--- src/rtl/dds_sweep_ctrl_pkg.sv ---
// Shared types for the dds sweep sequencer: FSM state encoding and sweep mode codes.
package dds_sweep_ctrl_pkg;

   typedef enum logic [1:0] {
      ST_IDLE     = 2'd0,
      ST_RUN_UP   = 2'd1,
      ST_RUN_DOWN = 2'd2,
      ST_DONE     = 2'd3
   } state_e;

   typedef enum logic [1:0] {
      MODE_SINGLE = 2'b00,
      MODE_SAW    = 2'b01,
      MODE_TRI    = 2'b10
   } mode_e;

   // Mode code 2'b11 is an alias of single.
   function automatic mode_e decode_mode(input logic [1:0] code);
      mode_e m;
      case (code)
         2'b01:   m = MODE_SAW;
         2'b10:   m = MODE_TRI;
         default: m = MODE_SINGLE;
      endcase
      return m;
   endfunction

endpackage

--- src/rtl/dds_dwell_timer.sv ---
// Dwell timer: loads a (dwell-1) period, counts down while enabled, flags the last cycle of each dwell.
module dds_dwell_timer #(
   parameter int unsigned DWELL_W = 16
) (
   input  logic               clock,
   input  logic               reset,
   input  logic               clear,
   input  logic               load,
   input  logic               en,
   input  logic [DWELL_W-1:0] period,
   output logic               expire_c
);

   logic [DWELL_W-1:0] period_q;
   logic [DWELL_W-1:0] cnt;

   // Auto-reloads on expiry so every dwell lasts exactly period+1 cycles.
   always_ff @(posedge clock or negedge reset) begin
      if (!reset) begin
         period_q <= '0;
         cnt      <= '0;
      end else if (clear) begin
         cnt <= '0;
      end else if (load) begin
         period_q <= period;
         cnt      <= period;
      end else if (en) begin
         cnt <= (cnt == '0) ? period_q : cnt - DWELL_W'(1);
      end
   end

   assign expire_c = en && (cnt == '0);

endmodule

--- src/rtl/dds_sweep_ctrl.sv ---
// Frequency-sweep sequencer driving dds freq/phase/amplitude inputs from a start/stop/step/dwell program.
module dds_sweep_ctrl
   import dds_sweep_ctrl_pkg::*;
#(
   parameter int unsigned N       = 8,
   parameter int unsigned DWELL_W = 16
) (
   input  logic               clock,
   input  logic               reset,
   input  logic               start,
   input  logic               abort,
   input  logic [1:0]         cfg_mode,
   input  logic [N:0]         cfg_f_start,
   input  logic [N:0]         cfg_f_stop,
   input  logic [N:0]         cfg_f_step,
   input  logic [DWELL_W-1:0] cfg_dwell,
   input  logic [N:0]         cfg_phase,
   input  logic [N:0]         cfg_amp,
   output logic [N:0]         freq_out,
   output logic [N:0]         phase_out,
   output logic [N:0]         amp_out,
   output logic               busy,
   output logic               done,
   output logic               wrap
);

   localparam int unsigned W = N + 1;

   state_e         state;
   mode_e          mode_q;
   logic [W-1:0]   f_start_q;
   logic [W-1:0]   f_stop_q;
   logic [W-1:0]   f_step_q;

   logic               running_c;
   logic               accept_c;
   logic               expire_c;
   logic [DWELL_W-1:0] period_c;
   logic [W:0]         sum_c;
   logic [W:0]         diff_c;
   logic [W-1:0]       up_c;
   logic [W-1:0]       down_c;
   logic               at_top_c;
   logic               at_bottom_c;
   logic               degenerate_c;

   // Clamped add/sub datapath; the extra bit catches carry-out and borrow.
   always_comb begin
      running_c    = (state == ST_RUN_UP) || (state == ST_RUN_DOWN);
      accept_c     = start && !abort && (state == ST_IDLE);
      period_c     = (cfg_dwell == '0) ? '0 : cfg_dwell - DWELL_W'(1);
      sum_c        = {1'b0, freq_out} + {1'b0, f_step_q};
      diff_c       = {1'b0, freq_out} - {1'b0, f_step_q};
      up_c         = (sum_c > {1'b0, f_stop_q}) ? f_stop_q : sum_c[W-1:0];
      down_c       = (diff_c[W] || (diff_c[W-1:0] < f_start_q)) ? f_start_q : diff_c[W-1:0];
      degenerate_c = (f_start_q >= f_stop_q) || (f_step_q == '0);
      at_top_c     = (freq_out >= f_stop_q) || (f_step_q == '0);
      at_bottom_c  = (freq_out <= f_start_q);
   end

   dds_dwell_timer #(
      .DWELL_W (DWELL_W)
   ) u_dwell (
      .clock    (clock),
      .reset    (reset),
      .clear    (abort),
      .load     (accept_c),
      .en       (running_c),
      .period   (period_c),
      .expire_c (expire_c)
   );

   always_ff @(posedge clock or negedge reset) begin
      if (!reset) begin
         state     <= ST_IDLE;
         mode_q    <= MODE_SINGLE;
         f_start_q <= '0;
         f_stop_q  <= '0;
         f_step_q  <= '0;
         freq_out  <= '0;
         phase_out <= '0;
         amp_out   <= '0;
         busy      <= 1'b0;
         done      <= 1'b0;
         wrap      <= 1'b0;
      end else begin
         done <= 1'b0;
         wrap <= 1'b0;
         if (abort) begin
            state     <= ST_IDLE;
            freq_out  <= '0;
            phase_out <= '0;
            amp_out   <= '0;
            busy      <= 1'b0;
         end else begin
            case (state)
               ST_IDLE: begin
                  if (start) begin
                     state     <= ST_RUN_UP;
                     mode_q    <= decode_mode(cfg_mode);
                     f_start_q <= cfg_f_start;
                     f_stop_q  <= cfg_f_stop;
                     f_step_q  <= cfg_f_step;
                     freq_out  <= cfg_f_start;
                     phase_out <= cfg_phase;
                     amp_out   <= cfg_amp;
                     busy      <= 1'b1;
                  end
               end
               ST_RUN_UP: begin
                  if (expire_c) begin
                     if (at_top_c) begin
                        case (mode_q)
                           MODE_SAW: begin
                              freq_out <= f_start_q;
                              wrap     <= 1'b1;
                           end
                           MODE_TRI: begin
                              // A degenerate triangle has nowhere to turn; it just re-holds f_start.
                              if (degenerate_c) begin
                                 freq_out <= f_start_q;
                                 wrap     <= 1'b1;
                              end else begin
                                 state    <= ST_RUN_DOWN;
                                 freq_out <= down_c;
                              end
                           end
                           default: begin
                              state     <= ST_DONE;
                              done      <= 1'b1;
                              busy      <= 1'b0;
                              freq_out  <= '0;
                              phase_out <= '0;
                              amp_out   <= '0;
                           end
                        endcase
                     end else begin
                        freq_out <= up_c;
                     end
                  end
               end
               ST_RUN_DOWN: begin
                  if (expire_c) begin
                     if (at_bottom_c) begin
                        state    <= ST_RUN_UP;
                        wrap     <= 1'b1;
                        freq_out <= up_c;
                     end else begin
                        freq_out <= down_c;
                     end
                  end
               end
               default: begin
                  state <= ST_IDLE;
               end
            endcase
         end
      end
   end

endmodule

--- config.mk ---
export PLATFORM = sky130hd
export DESIGN_NAME = dds_sweep_ctrl
export DESIGN_NICKNAME = d
export VERILOG_FILES = /design/src/rtl/dds_sweep_ctrl_pkg.sv /design/src/rtl/dds_dwell_timer.sv /design/src/rtl/dds_sweep_ctrl.sv
export SDC_FILE = /design/constraint.sdc
export NUM_CORES = 1
export LEC_CHECK = 0
export BUFFER_PORTS_ARGS = -buffer_cell sky130_fd_sc_hd__buf_2
export CAP_MARGIN = 25
export CELL_PAD_IN_SITES_DETAIL_PLACEMENT = 1
export CELL_PAD_IN_SITES_GLOBAL_PLACEMENT = 2
export CORE_MARGIN = 1
export CORE_UTILIZATION = 39
export DETAILED_ROUTE_END_ITERATION = 7
export PLACE_DENSITY_LB_ADDON = 0.1
export SYNTH_ARGS = -nofsm -noshare
export SYNTH_HDL_FRONTEND = slang
export SYNTH_SLANG_ARGS = --single-unit
--- constraint.sdc ---
create_clock -name clock -period 9.5 [get_ports clock]
set_clock_uncertainty 0.1 [all_clocks]
set_input_delay 0.95 -clock clock [delete_from_list [all_inputs] [get_ports clock]]
set_output_delay 0.95 -clock clock [all_outputs]
set_load 0.005 [all_outputs]
# == After elaboration in Yosys (flattened, before gate mapping) ==
# Index checks and enable logic that the tools add are counted.
# word_totals
mem_bits_ro,0
latchBits,0
mem_bits_rw,0
out_inout_bits,30
elab_cells,112
regBits,93
n_memories,0
# op_classes
eq_ne,14
mul,0
magnitude_cmp,5
n_reduce_logical,21
n_div,0
shifts,0
bitwise,1
add_sub_neg,4
mux,54
# op_table
operator,n
two-way mux 9 bit,16
two-way mux 16 bit,5
one-hot mux 9 bit (2 select lines),3
logical NOT 16 bit,2
"subtractor 16 x 1 -> 16 bit, second input constant",2
one-hot mux 9 bit (3 select lines),1
"!= test 3 bit, second input constant",7
greater-or-equal comparator 9 bit,2
two-way mux 1 bit,16
two-way mux 2 bit,7
adder 9 x 9 -> 10 bit,1
greater-than comparator 10 x 9 -> 1 bit,1
subtractor 9 x 9 -> 10 bit,1
less-or-equal comparator 9 bit,1
logical NOT 9 bit,1
< comparator 9 bit,1
one-hot mux 2 bit (2 select lines),2
AND reduction 7 bit,1
"== test 2 x 1 -> 1 bit, second input constant",3
"== test 2 bit, second input constant",3
one-hot mux 1 bit (2 select lines),3
one-hot mux 2 bit (3 select lines),1
nonzero test 3 bit,2
AND reduction 5 bit,1
other kinds (11),16

# == Logic depth before layout (Yosys ltp) ==
# Gate-level depths: netlist of run 1.
# logic_depth
ltp_word,10
mapped_depth,19

# == Hierarchy ==
# A second synthesis of run 1 with hierarchy kept.
# hier_totals
cells_unflattened,799
hier_area_um2,6965.4
# modules_own_cells
mod,seq_area_each_um2,cells_each,n_inst,area_per_inst_um2
dds_sweep_ctrl,1526.5,581,1,5049.8
dds_dwell_timer,800.8,218,1,1915.6

# == Least setup slack after synthesis of run 1 ==
# Ideal clock, no wire load.
# synth_path
path_type,register -> register
startpoint,reg freq_out[2]
endpoint,reg freq_out[7]
period_less_slack_ns,4.004
path_stages_with_launch,18
required_time_ns,9.318
n_path_buf,2
slack_ns,5.496
arrival_ns,3.822
cell_sequence,dfrtp_1 -> ha_1 -> clkbuf_1 -> nor2b_1 -> o2111ai_1 -> o311ai_0 -> o41ai_1 -> xnor2_1 -> inv_1 -> ha_1 -> and4_1 -> a21oi_1 -> o211ai_1 -> o221a_2 -> clkbuf_1 -> a2111o_1 -> a211o_1 -> a31oi_1
# synth_between
elab_chain_cells,10
word_cells_on_any_way,18
cone_classes,add/sub: 2; order compare: 4; mux: 10; reduce/logical: 2
# synth_rtl
element,line_no,rtl
from (decl),dds_sweep_ctrl.sv:19,"output logic [N:0] freq_out,"
from (signal assigned),dds_sweep_ctrl.sv:104,freq_out <= cfg_f_start;
from (signal assigned),dds_sweep_ctrl.sv:115,freq_out <= f_start_q;
from (signal assigned),dds_sweep_ctrl.sv:121,freq_out <= f_start_q;
subtractor 9 x 9 -> 10 bit,dds_sweep_ctrl.sv:53,"diff_c = {1'b0, freq_out} - {1'b0, f_step_q};"
< comparator 9 bit,dds_sweep_ctrl.sv:55,down_c = (diff_c[W] || (diff_c[W-1:0] < f_start_q)) ? f_start_q : diff_c[W-1:0];
logical OR 1 bit,dds_sweep_ctrl.sv:55,
two-way mux 9 bit,dds_sweep_ctrl.sv:55,
two-way mux 9 bit,dds_sweep_ctrl.sv:120,if (degenerate_c) begin
one-hot mux 9 bit (2 select lines),dds_sweep_ctrl.sv:113,case (mode_q)
two-way mux 9 bit,dds_sweep_ctrl.sv:112,if (at_top_c) begin
two-way mux 9 bit,dds_sweep_ctrl.sv:111,if (expire_c) begin
one-hot mux 9 bit (3 select lines) (*),dds_sweep_ctrl.sv:96,case (state)
two-way mux 9 bit (*),dds_sweep_ctrl.sv:89,if (abort) begin
# Mark *: on every way between the ends. The rest lies on a longest branch, timed or not. The select of a mux whose other input is x is not followed.
# A chain may end at the register's enable or synchronous reset.

# == Worst setup path after layout of run 1 ==
# layout_path
startpoint,reg freq_out[4]
endpoint,reg freq_out[0]
# Same word-level chain as after synthesis.

==> run metrics, run 1 <==
Final GP Congestion roughly 0.9; First-pass DRT Iterations 4; Setup Viol. Count Final 0; Post-synth top flop dfrtp_1; clock latency on the worst-skew pair 0.36 ns; hold_buf cts 0; Starting Density 0.398; nets a little under 1000; Total Power 3160 uW; clk sinks 93; cells along the critical path ha_1 > inv_1 > o311ai_0 > o41ai_1 > xnor2_1 > inv_1 > ha_1 > and4_1 > o211ai_1 > o211ai_1 > o221ai_1 > a21oi_1 > a221oi_1 > o21ai_0; pwr dens 401 mW/mm^2; DRT Wirelength 21500 um; Layout area overhead 14.7%; Fmax achieved 0.216 GHz; Max VDD drop 0.205 mV; dpl hpwl 16600 um; max_slew headroom 0.397; Slew Limit Fails 0; Cell variety after synth 65; largest net degree at the start of global routing 60; synthesized area per cell 8.99 sq um; crit path max fanout 8; Total GRT Usage 0.246; core box area 0.0172 sq mm; Root Driver clkbuf_16; Crit path largest cell delay between 0.6 and 0.7 ns; Vias/cell 5.72; via count 6162; status finished clean; hold path cells 1; layout cells sized above 1 0.186; top layer in use met4; syn nets 904; WL per Instance 19.9 um; worst min path class flip-flop to flip-flop; crit path kind flip-flop to flip-flop; Leak 0.00378 uW; Slowest cell on crit path o311ai_0; post-CTS setup buffers 0; clk slew on worst S/H paths about 0.08 ns; DIE HEIGHT around 130 um; total of fill cells in the finished design 2024; RSZ-0062 raised after global routing false; Die ar. ~0.018 sq mm; GRT overflow 0; min cycle time layout 4.62 ns; Resize count post-CTS 0; post-synthesis instance area 0.00686 sq mm; critical path startpoint category flip-flop; Yosys reg bits 93; detailed router's first-iteration violation count 205; met1 WL about 9600 um; CP endpoint kind flip-flop; IO Pins 97; met3 routed WL 668 um; Least-Margin Pin Slew 0.902 ns; CTS tree yes; Critical Path AT 4.80 ns; met2 wire len ~11000 um; Worst Reg2Reg Path Length in Cells 14; Post-synth EDFFs 0; Cells after Synth roughly 760; Ys Warns 0; Worst EP required 9.67 ns; Port Buffers 96; initial antenna violation count 0; die width roughly 130 um; ys async rst share 1.00; first-pass GRT wire length between 30000 and 40000 um; max cap viols 0; Final Hold Vio Count 0; aggregate negative setup slack 0 ns; ant diodes 0; vias in the first global route 6482; htree depth 3; Max Root-Sink Buffers 2; DRC errors left 0; ANT nets after route 0; Num CTS Buffers 9; fin crit share 0.487; Cell Rows 48; R2R Setup Slk between 4 and 5 ns; post-synthesis sequential area ratio 0.339
[layout make-up]
| type | instances | area [sq um] | area share |
|---|---|---|---|
| Multi-Input combinational cell | 582 | 4200 | 0.533 |
| Clock inverter | 7 | 73.8 | 0.00938 |
| Sequential cell | 93 | 2330 | 0.296 |
| Tap cell | 225 | 282 | 0.0358 |
| Clock buffer | 9 | 225 | 0.0286 |
| Timing Repair Buffer | 105 | 552 | 0.0701 |
| Inverter | 57 | 214 | 0.0272 |
[synth_stat cells, types with 5 or more instances]
master / number / area, sq um
dfrtp_1: 93 / 2330
ha_1: 72 / 901
nor2_1: 69 / 259
inv_1: 57 / 214
nand2_1: 52 / 195
o21ai_0: 43 / 215
a21oi_1: 41 / 205
nor3_1: 31 / 155
mux2_2: 28 / 315
clkbuf_1: 26 / 97.6
xnor2_1: 25 / 219
a21o_1: 19 / 143
a22o_1: 18 / 158
o211ai_1: 15 / 113
nand3_1: 14 / 70.1
nand2b_1: 12 / 75.1
nor2b_1: 9 / 56.3
a221oi_1: 8 / 70.1
nor4_1: 8 / 50.1
xor2_1: 8 / 70.1
a211oi_1: 7 / 52.6
a31oi_1: 7 / 43.8
mux2i_1: 7 / 70.1
nand4_1: 7 / 43.8
or3_1: 7 / 43.8
and3_1: 5 / 31.3
[placed cells by master, fill, tap and decap left out, drive strengths merged, types with 4 or more instances in the layout]
cell type	instances
inv	62
a31oi	7
mux2i	7
nor3	31
nor2	69
a221oi	8
or3	7
xor2	8
dfrtp	93
a22o	18
and3	5
o211ai	15
mux2	29
a21oi	42
o21ai	44
a21o	19
o21a	4
nand3	14
nor2b	9
nand4	7
xnor2	25
nor4	10
o2111ai	4
nand2	53
nand2b	12
ha	72
a211oi	8
clkbuf	9
a211o	4
buf	105
[final timing paths]
path / from / to
min in group asynchronous: reset / f_step_q[3]
worst max register to register: freq_out[4] / freq_out[0]
max in group asynchronous: reset / u_dwell.period_q[8]
worst min register to register: u_dwell.period_q[3] / u_dwell.period_q[3]
worst max-delay path: freq_out[4] / freq_out[0]
worst min-delay path: u_dwell.period_q[3] / u_dwell.period_q[3]
[metal layers]
metal,track usage,vias to the layer above
met5,0,-
met4,0.104,0
met3,0.0338,33
met2,0.435,126
met1,0.299,3065
li1,-,2938
[state kept, by name, summed over array words and instances (netlist names)]
signal            count
busy                  1
mode_q                2
amp_out               9
state                 2
phase_out             9
f_stop_q              9
u_dwell.period_q     16
u_dwell.cnt          16
wrap                  1
freq_out              9
done                  1
f_start_q             9
f_step_q              9
[worst max-delay path: cells and delay by family, from the launching register on]
family          cells  cell delay (ns)
xor+xnor            1             0.31
buf+inv             2             0.23
simple gates        1             0.23
fa+ha+maj           2             0.77
flops               1             0.48
compound gates      8             2.39
[through the flow]
step | hold slack, ns | std cells | utilization | cell area (sq um) | setup slack, ns
floorplan | 0.344 | 763 | - | 6860 | 5.50
global placement | 0.356 | 1059 | 0.438 | 7550 | 5.14
detailed placement | 0.365 | 1061 | 0.439 | 7570 | 4.93
CTS | 0.383 | 1077 | 0.456 | 7870 | 4.88
global route | 0.404 | 1078 | 0.457 | 7870 | 4.52
finish | 0.380 | 1078 | 0.457 | 7870 | 4.88
[report_power, final]
part	internal (uW)	leakage (uW)	total [uW]	switching (uW)
clock	187	0.000148	376	189
sequential	551	0.00119	738	187
combinational	829	0.00245	2050	1220
[cell families (layout without fill, tap and decap cells)]
logic type      after synthesis  after routing  synth area share
mux                          36             36            0.0578
flops                        93             93             0.339
simple gates                231            231             0.164
xor+xnor                     33             33            0.0421
buf+inv                      88            178            0.0494
fa+ha+maj                    74             74             0.137
compound gates              208            208             0.211
Note: power is estimated with default switching activity, not from simulation.
==> run 2: changes to the inputs <==
- CORE_UTILIZATION: 39 -> 36
- clock period: 9.5 -> 4.8 ns (I/O delays scaled with it)
==> run 2 against run 1 <==
Against the previous run:
- hold slack got worse by 0.30 ns
- critical path depth is 2 higher
- first-iteration DRC count grew 48%
- register-to-register slack got worse by 4.6 ns
- critical endpoint is now freq_out[7]
- largest cell class unchanged
==> run metrics, run 2 (synthesized netlist as in run 1, its figures left out) <==
Worst EP required 4.99 ns; hold_buf cts 0; Layout area overhead 15.3%; CTS tree yes; ant diodes 0; crit path kind flip-flop to flip-flop; pwr dens 801 mW/mm^2; nets 993; most frequent cells in the layout buf_2 (95), dfrtp_1 (92), ha_1 (72); first-pass GRT wire length 35300 um; critical path startpoint category flip-flop; Max Root-Sink Buffers 2; Critical Path AT between 4 and 5 ns; clock latency on the worst-skew pair approximately 0.36 ns; max_slew headroom 0.290; clk slew on worst S/H paths 0.08 ns; largest net degree at the start of global routing 63; die width ~140 um; CP endpoint kind flip-flop; worst hold margin 0.0846 ns; min cycle time layout 4.54 ns; cell family with most CP delay compound AO/OA/AOI/OAI gates; WL per Instance 20.0 um; Final Hold Vio Count 0; placed cell areas 0.00762 sq mm; Crit path largest cell delay around 0.49 ns; Least-Margin Pin Slew roughly 1.1 ns; DIE HEIGHT 140 um; aggregate negative setup slack 0 ns; Final Instance Area 0.00791 sq mm; Leak ~0.0038 uW; Die ar. 0.0196 sq mm; cells along the critical path ha_1 > nor2b_1 > o2111ai_1 > o311ai_1 > o41ai_1 > xnor2_1 > inv_1 > ha_1 > and4_1 > o211ai_1 > o211ai_1 > o221a_2 > nor2_1 > a2111oi_0 > o21ai_0 > a31oi_1; GRT overflow 0; Starting Density 0.367; Final Core Density 0.423; worst min path class input pin to asynchronous set/reset pin; DRT Wirelength 21800 um; via count 6172; RSZ-0062 raised after global routing false; Final GP Congestion 0.920; detailed router's first-iteration violation count 303; post-CTS setup buffers 0; vias in the first global route 6580; max cap viols 0; Resize count post-CTS 0; register area between 0.002 and 0.0025 sq mm; Max VDD drop 0.328 mV; clk sinks between 90 and 100; Total GRT Usage 0.232; htree depth 3; total of fill cells in the finished design 2229; fin crit share 0.945; layout cells sized above 1 0.193; status finished clean; Num CTS Buffers 9; core box area 0.0187 sq mm; Root Driver clkbuf_16; r2r startpoint freq_out[2]; ANT nets after route 0; First-pass DRT Iterations 5; dpl hpwl 16900 um; IO Pins 97; Slew Limit Fails 0; Port Buffers 96; Cell Rows 50; Fmax achieved 0.220 GHz; Setup Viol. Count Final 0; initial antenna violation count 0; DRC errors left 0; Vias/cell 5.66; DP Worst Slack 0.251 ns; Multi-input gate area 0.00420 sq mm; WP buf/inv 1; CP Launch Point freq_out[2]; crit path max fanout 9; Slowest cell on crit path dfrtp_1; most common cell after layout, fill and taps aside buf_2; Largest regs u_dwell.cnt: 16 flops, u_dwell.period_q: 16 flops; final worst setup slack approximately 0.26 ns
run 2: where the power goes:
group / internal (uW) / switching (uW)
combinational: 1690 / 2460
sequential: 1090 / 360
clock: 364 / 368
run 2: metal layers:
layer	GRT usage	up-vias	routed length, um
li1	-	2941	-
met1	0.282	3041	9730
met2	0.405	142	10600
met3	0.0277	48	596
met4	0.120	0	839
met5	0	-	0
run 2: final timing paths:
kind / endpoint / slack, ns / cells past startpoint
worst max-delay path: freq_out[7] / 0.26 / 16
worst min-delay path: f_step_q[0] / 0.08 / 1
worst max register to register: freq_out[7] / 0.26 / 16
worst min register to register: busy / 0.37 / 1
max in group asynchronous: wrap / 3.46 / 2
min in group clock: amp_out[3] / 0.23 / 2
run 2: area by class of cell:
cell class	count	share of cell area
tap	234	0.0370
multi-input combinational	582	0.531
sequential	93	0.294
clock inverter	7	0.00806
inverter	57	0.0270
clock buffer	9	0.0285
timing repair buffer	109	0.0743
run 2: metrics by stage:
step | power (uW) | instances
after CTS | 6320 | 1091
final | 6340 | 1091
after global routing | 6900 | 1091
after global placement | 5370 | 1073
after floorplan | 4230 | 763
after detailed placement | 5540 | 1075
